### src/rtl/diad_pkg.sv
// Definitions shared across the diad pipeline stages: bus widths and the
// memory response tag used by the memory arbiter.
package diad_pkg;

  localparam int unsigned DIAD_ADDR_W = 24;
  localparam int unsigned DIAD_DATA_W = 24;

  typedef enum logic [1:0] {
    RESP_NONE = 2'd0,
    RESP_I    = 2'd1,
    RESP_D    = 2'd2
  } resp_t;

endpackage

### src/rtl/memarb_starve.sv
// Fetch starvation guard: counts contended cycles lost by fetch and forces a
// fetch win once the count reaches STARVE_LIMIT.
module memarb_starve #(
  parameter int unsigned STARVE_LIMIT = 3
) (
  input  logic clk,
  input  logic rst,
  input  logic contended,
  input  logic i_granted,
  output logic force_i
);

  localparam int unsigned SW = (STARVE_LIMIT < 1) ? 1 : $clog2(STARVE_LIMIT + 1);
  localparam logic [SW-1:0] LIMIT = SW'(STARVE_LIMIT);

  logic [SW-1:0] starve_cnt;

  // A contended cycle without a fetch grant is a cycle data won.
  always_ff @(posedge clk) begin
    if (rst) begin
      starve_cnt <= '0;
    end else if (i_granted) begin
      starve_cnt <= '0;
    end else if (contended && (starve_cnt != LIMIT)) begin
      starve_cnt <= starve_cnt + SW'(1);
    end
  end

  assign force_i = (starve_cnt == LIMIT);

endmodule

### src/rtl/memarb.sv
// Shares one synchronous-read single-port memory between instruction fetch and
// the data path; data has priority, fetch is protected by a starvation guard.
module memarb
  import diad_pkg::*;
#(
  parameter int unsigned ADDR_W       = DIAD_ADDR_W,
  parameter int unsigned DATA_W       = DIAD_DATA_W,
  parameter int unsigned STARVE_LIMIT = 3,
  parameter int unsigned CNT_W        = 16
) (
  input  logic              clk,
  input  logic              rst,
  input  logic              i_req,
  input  logic [ADDR_W-1:0] i_addr,
  input  logic              i_flush,
  output logic              i_gnt,
  output logic              i_rvalid,
  output logic [DATA_W-1:0] i_rdata,
  input  logic              d_req,
  input  logic              d_we,
  input  logic [ADDR_W-1:0] d_addr,
  input  logic [DATA_W-1:0] d_wdata,
  output logic              d_gnt,
  output logic              d_rvalid,
  output logic [DATA_W-1:0] d_rdata,
  output logic [ADDR_W-1:0] mem_addr,
  output logic              mem_we,
  output logic [DATA_W-1:0] mem_wdata,
  input  logic [DATA_W-1:0] mem_rdata,
  output logic [CNT_W-1:0]  conflict_cnt
);

  logic  i_eff;
  logic  contended;
  logic  force_i;
  resp_t resp_q;

  assign i_eff     = i_req && !i_flush;
  assign contended = i_eff && d_req;

  memarb_starve #(
    .STARVE_LIMIT (STARVE_LIMIT)
  ) u_starve (
    .clk       (clk),
    .rst       (rst),
    .contended (contended),
    .i_granted (i_gnt),
    .force_i   (force_i)
  );

  always_comb begin
    i_gnt = 1'b0;
    d_gnt = 1'b0;
    if (!rst) begin
      if (contended) begin
        i_gnt = force_i;
        d_gnt = !force_i;
      end else begin
        i_gnt = i_eff;
        d_gnt = d_req;
      end
    end
  end

  always_comb begin
    mem_addr  = '0;
    mem_we    = 1'b0;
    mem_wdata = '0;
    if (d_gnt) begin
      mem_addr  = d_addr;
      mem_we    = d_we;
      mem_wdata = d_wdata;
    end else if (i_gnt) begin
      mem_addr  = i_addr;
    end
  end

  always_ff @(posedge clk) begin
    if (rst) begin
      resp_q <= RESP_NONE;
    end else if (i_gnt) begin
      resp_q <= RESP_I;
    end else if (d_gnt && !d_we) begin
      resp_q <= RESP_D;
    end else begin
      resp_q <= RESP_NONE;
    end
  end

  always_ff @(posedge clk) begin
    if (rst) begin
      conflict_cnt <= '0;
    end else if (contended && (conflict_cnt != '1)) begin
      conflict_cnt <= conflict_cnt + CNT_W'(1);
    end
  end

  // Gating with rst drops a response already in flight when reset hits.
  assign i_rvalid = (resp_q == RESP_I) && !i_flush && !rst;
  assign d_rvalid = (resp_q == RESP_D) && !rst;
  assign i_rdata  = mem_rdata;
  assign d_rdata  = mem_rdata;

endmodule

### config.mk
export PLATFORM = sky130hd
export DESIGN_NAME = memarb
export DESIGN_NICKNAME = d
export VERILOG_FILES = /design/src/rtl/diad_pkg.sv /design/src/rtl/memarb_starve.sv /design/src/rtl/memarb.sv
export SDC_FILE = /design/constraint.sdc
export NUM_CORES = 1
export LEC_CHECK = 0
export ABC_AREA = 1
export BUFFER_PORTS_ARGS = -buffer_cell sky130_fd_sc_hd__buf_4
export CORE_MARGIN = 2
export CORE_UTILIZATION = 32
export CTS_BUF_LIST = sky130_fd_sc_hd__clkbuf_16
export CTS_CLUSTER_DIAMETER = 100
export DETAILED_ROUTE_END_ITERATION = 10
export GPL_TIMING_DRIVEN = 0
export HOLD_SLACK_MARGIN = 0.06
export MAX_ROUTING_LAYER = met4
export PLACE_DENSITY = 0.77
export SLEW_MARGIN = 40
export SYNTH_ARGS = -nofsm -noshare
export SYNTH_HDL_FRONTEND = slang
export SYNTH_SLANG_ARGS = --single-unit
### constraint.sdc
create_clock -name clk -period 1.25 [get_ports clk]
set_input_delay 0.125 -clock clk [delete_from_list [all_inputs] [get_ports clk]]
set_output_delay 0.125 -clock clk [all_outputs]
set_load 0.03 [all_outputs]
==> summary.md <==
| Metric | Value |
|---|---|
| Status | `finished, violations left` |
| Violated checks | `negative setup slack` |
| Final Worst Setup Slack | `-0.469 ns` |
| Post-synth EDFFs | `0` |
| Port Buffers | `194` |
| Worst vdd ir | `1390 µV` |
| Commonest cells in the netlist | `nand2_1 (116), nor2_1 (60), buf_4 (50)` |
| Inserted Clock Buffers | `3` |
| Final WL | `8990 µm` |
| Synth top area cells | `nand2_1 (21%), dfxtp_1 (19%), buf_4 (18%), nor2_1 (11%), inv_1 (7.7%)` |
| Clock sinks | `20` |
| Share of layout cells above drive strength 1 | `0.709` |
| Post-Syn Area | `2090 µm²` |
| Gate Count Post-Synth | `364` |
| Worst slew margin | `0.749` |
| Max-cap violations | `0` |
| Top_reg_cell synth | `dfxtp_1` |
| Starting DRC count in detailed routing | `113` |
| Clock latency on the worst-skew pair | `0.26 ns` |
| ANT nets after route | `0` |
| First-pass GRT wire length | `12800 µm` |
| Most frequent cell after synthesis | `nand2_1` |
| Overall power | `2910 µW` |
| Final Hold Viols | `0` |
| Sw Share | `0.341` |
| Max Clock Freq | `0.582 GHz` |
| RSZ-0062 raised after global routing | `true` |
| Synth top area share | `0.208` |
| Syn_nets | `468` |
| CP endpoint kind | `primary output` |
| Psw | `992 µW` |
| Clock root buffer | `clkbuf_16` |
| Largest net degree at the start of global routing | `13` |
| RePlAce Congestion | `0.896` |
| Total Routing Usage GR | `0.222` |
| Post-detail-place hpwl | `6750 µm` |
| Leakage | `0.00255 µW` |
| Worst Setup Start Kind | `register` |
| YS warnings | `0` |
| DIE AREA | `7210 µm²` |
| Worst Skew | `0.00520 ns` |
| H-tree lvl count | `1` |
| Biggest area consumer among synthesized cells | `nand2_1` |
| Max clock buf depth | `2` |
| Clock transition at the registers of the reported paths | `0.06 ns` |
| Seq cells post-synth | `20` |
| DRC errors left | `0` |
| Site row count | `29` |
| Internal power | `1920 µW` |
| Async S/R FF share, synth | `0` |
| Seq/Total Area, Yosys | `0.191` |
| Via-to-Cell Ratio | `4.55` |
| CP required | `1.12 ns` |
| Initial antenna violation count | `0` |
| Post-placement cell area | `4200 µm²` |
| Worst-path maximum fanout | `10` |
| Wire per inst | `13.7 µm` |
| Slew Limit Fails | `0` |
| P&R area growth vs syn | `131%` |
| Finished Cell Area | `4850 µm²` |
| Initial core utilization | `0.330` |
| Die W | `84.9 µm` |
| Final worst path period share | `1.38` |
| Core footprint | `6350 µm²` |
| P per Cell Area | `601 nW/µm²` |
| Final setup violation count | `67` |
| Avg Cell Area, Syn | `5.75 µm²` |
| Minimum clock period after layout | `1.72 ns` |
| Count of cell types in the netlist | `25` |
| Worst-margin pin slew | `0.377 ns` |
| I/O pin total | `219` |
| N_diodes | `0` |
| Worst hold path class | `input port to register` |
| Seq pwr share | `0.221` |
| Total number of vias | `2994` |
| Comb power frac | `0.476` |
| Grt ovf | `0` |
| Clock network fraction of total power | `0.303` |
| Worst path arrival time | `1.59 ns` |
| DIE HEIGHT | `84.9 µm` |
| Layout Nets | `686` |
| Vias in the first global route | `2831` |
| TritonCTS clock tree | `yes` |
| Detailed Routing Iterations Pass 1 | `4` |
| WS Path Type | `register to primary output` |
## routing by layer
metal | up-vias | global-route usage | routed length (µm)
li1 | 1479 | - | -
met1 | 1383 | 0.236 | 3170
met2 | 124 | 0.427 | 5170
met3 | 8 | 0.0360 | 596
met4 | 0 | 0.0491 | 59
met5 | - | - | 0
## layout by cell type, fill, tap and decap left out, types with 4 or more instances in the layout
master / count
a21oi_1: 5
a21oi_2: 6
buf_12: 4
buf_4: 217
buf_6: 39
clkbuf_16: 5
dfxtp_2: 6
dfxtp_4: 12
inv_1: 40
inv_2: 5
nand2_1: 71
nand2_2: 20
nand2_4: 33
nand3_1: 8
nand3_2: 8
nor2_1: 32
nor2_2: 7
nor2_4: 29
## sequential cells by signal (all words and copies together), names as in the netlist
signal,flops
conflict_cnt,16
resp_q,2
u_starve.starve_cnt,2
## critical path: stages, from the launching register on
cell	delay, ns
dfxtp_2	0.35
ha_4	0.16
inv_2	0.04
o21ai_2	0.11
inv_2	0.08
nand2_8	0.10
inv_8	0.06
buf_12	0.15
nand2_2	0.07
nand2_4	0.04
buf_4	0.16
## kinds of logic (layout without fill, tap and decap cells)
group | count (synthesis) | count (layout) | share of synthesized area
AND/OR/NAND/NOR | 216 | 218 | 0.451
buffers and inverters | 104 | 319 | 0.283
flip-flops | 20 | 20 | 0.191
AO/OA/AOI/OAI | 19 | 19 | 0.0508
XOR/XNOR | 3 | 3 | 0.0125
adder cells (fa/ha/maj) | 2 | 2 | 0.0119
## per-stage QoR
step	hold slack, ns	setup slack, ns	utilization	setup TNS [ns]	instances
4_1_cts	0.0741	-0.489	0.720	-21.53	651
2_1_floorplan	0.184	-0.0300	-	-0.566	364
5_1_grt	0.0784	-0.527	0.764	-25.27	658
3_5_place_dp	0.298	-0.326	0.661	-10.59	635
3_3_place_gp	0.295	-0.291	0.661	-8.92	635
6_report	0.0795	-0.469	0.764	-21.11	658
## layout make-up
cell class | instances | area [µm²]
Multi-Input combinational cell | 242 | 1730
Fill cell | 438 | 1500
Buffer | 56 | 487
Inverter | 48 | 193
Tap cell | 77 | 96.3
Sequential cell | 20 | 453
Clock buffer | 3 | 75.1
Timing Repair Buffer | 211 | 1780
Clock inverter | 1 | 30.0
## worst paths after layout
kind / end / slack (ns) / cells past startpoint / start
worst max-delay path: mem_addr[8] / -0.47 / 10 / u_starve.starve_cnt[1]
worst min-delay path: conflict_cnt[3] / 0.08 / 2 / rst
worst max register to register: conflict_cnt[11] / -0.11 / 7 / conflict_cnt[0]
worst min register to register: u_starve.starve_cnt[0] / 0.51 / 2 / u_starve.starve_cnt[0]
## power groups by stage
stage | sequential [µW] | combinational [µW] | clock, µW
4_1_cts | 642 | 1330 | 890
2_1_floorplan | 673 | 747 | 0
3_5_place_dp | 660 | 1260 | 0
3_3_place_gp | 659 | 1250 | 0
5_1_grt | 643 | 1460 | 915
6_report | 643 | 1390 | 882
## timing repair
item,CTS,global route
pin swaps,9,17
endpoints found under the hold margin,1,0
hold buffers,1,0
buffers inserted,8,5
gates cloned,3,2
endpoints found under the setup margin,66,67
gates resized for setup,36,56
Power figures use the tool's default switching activity.
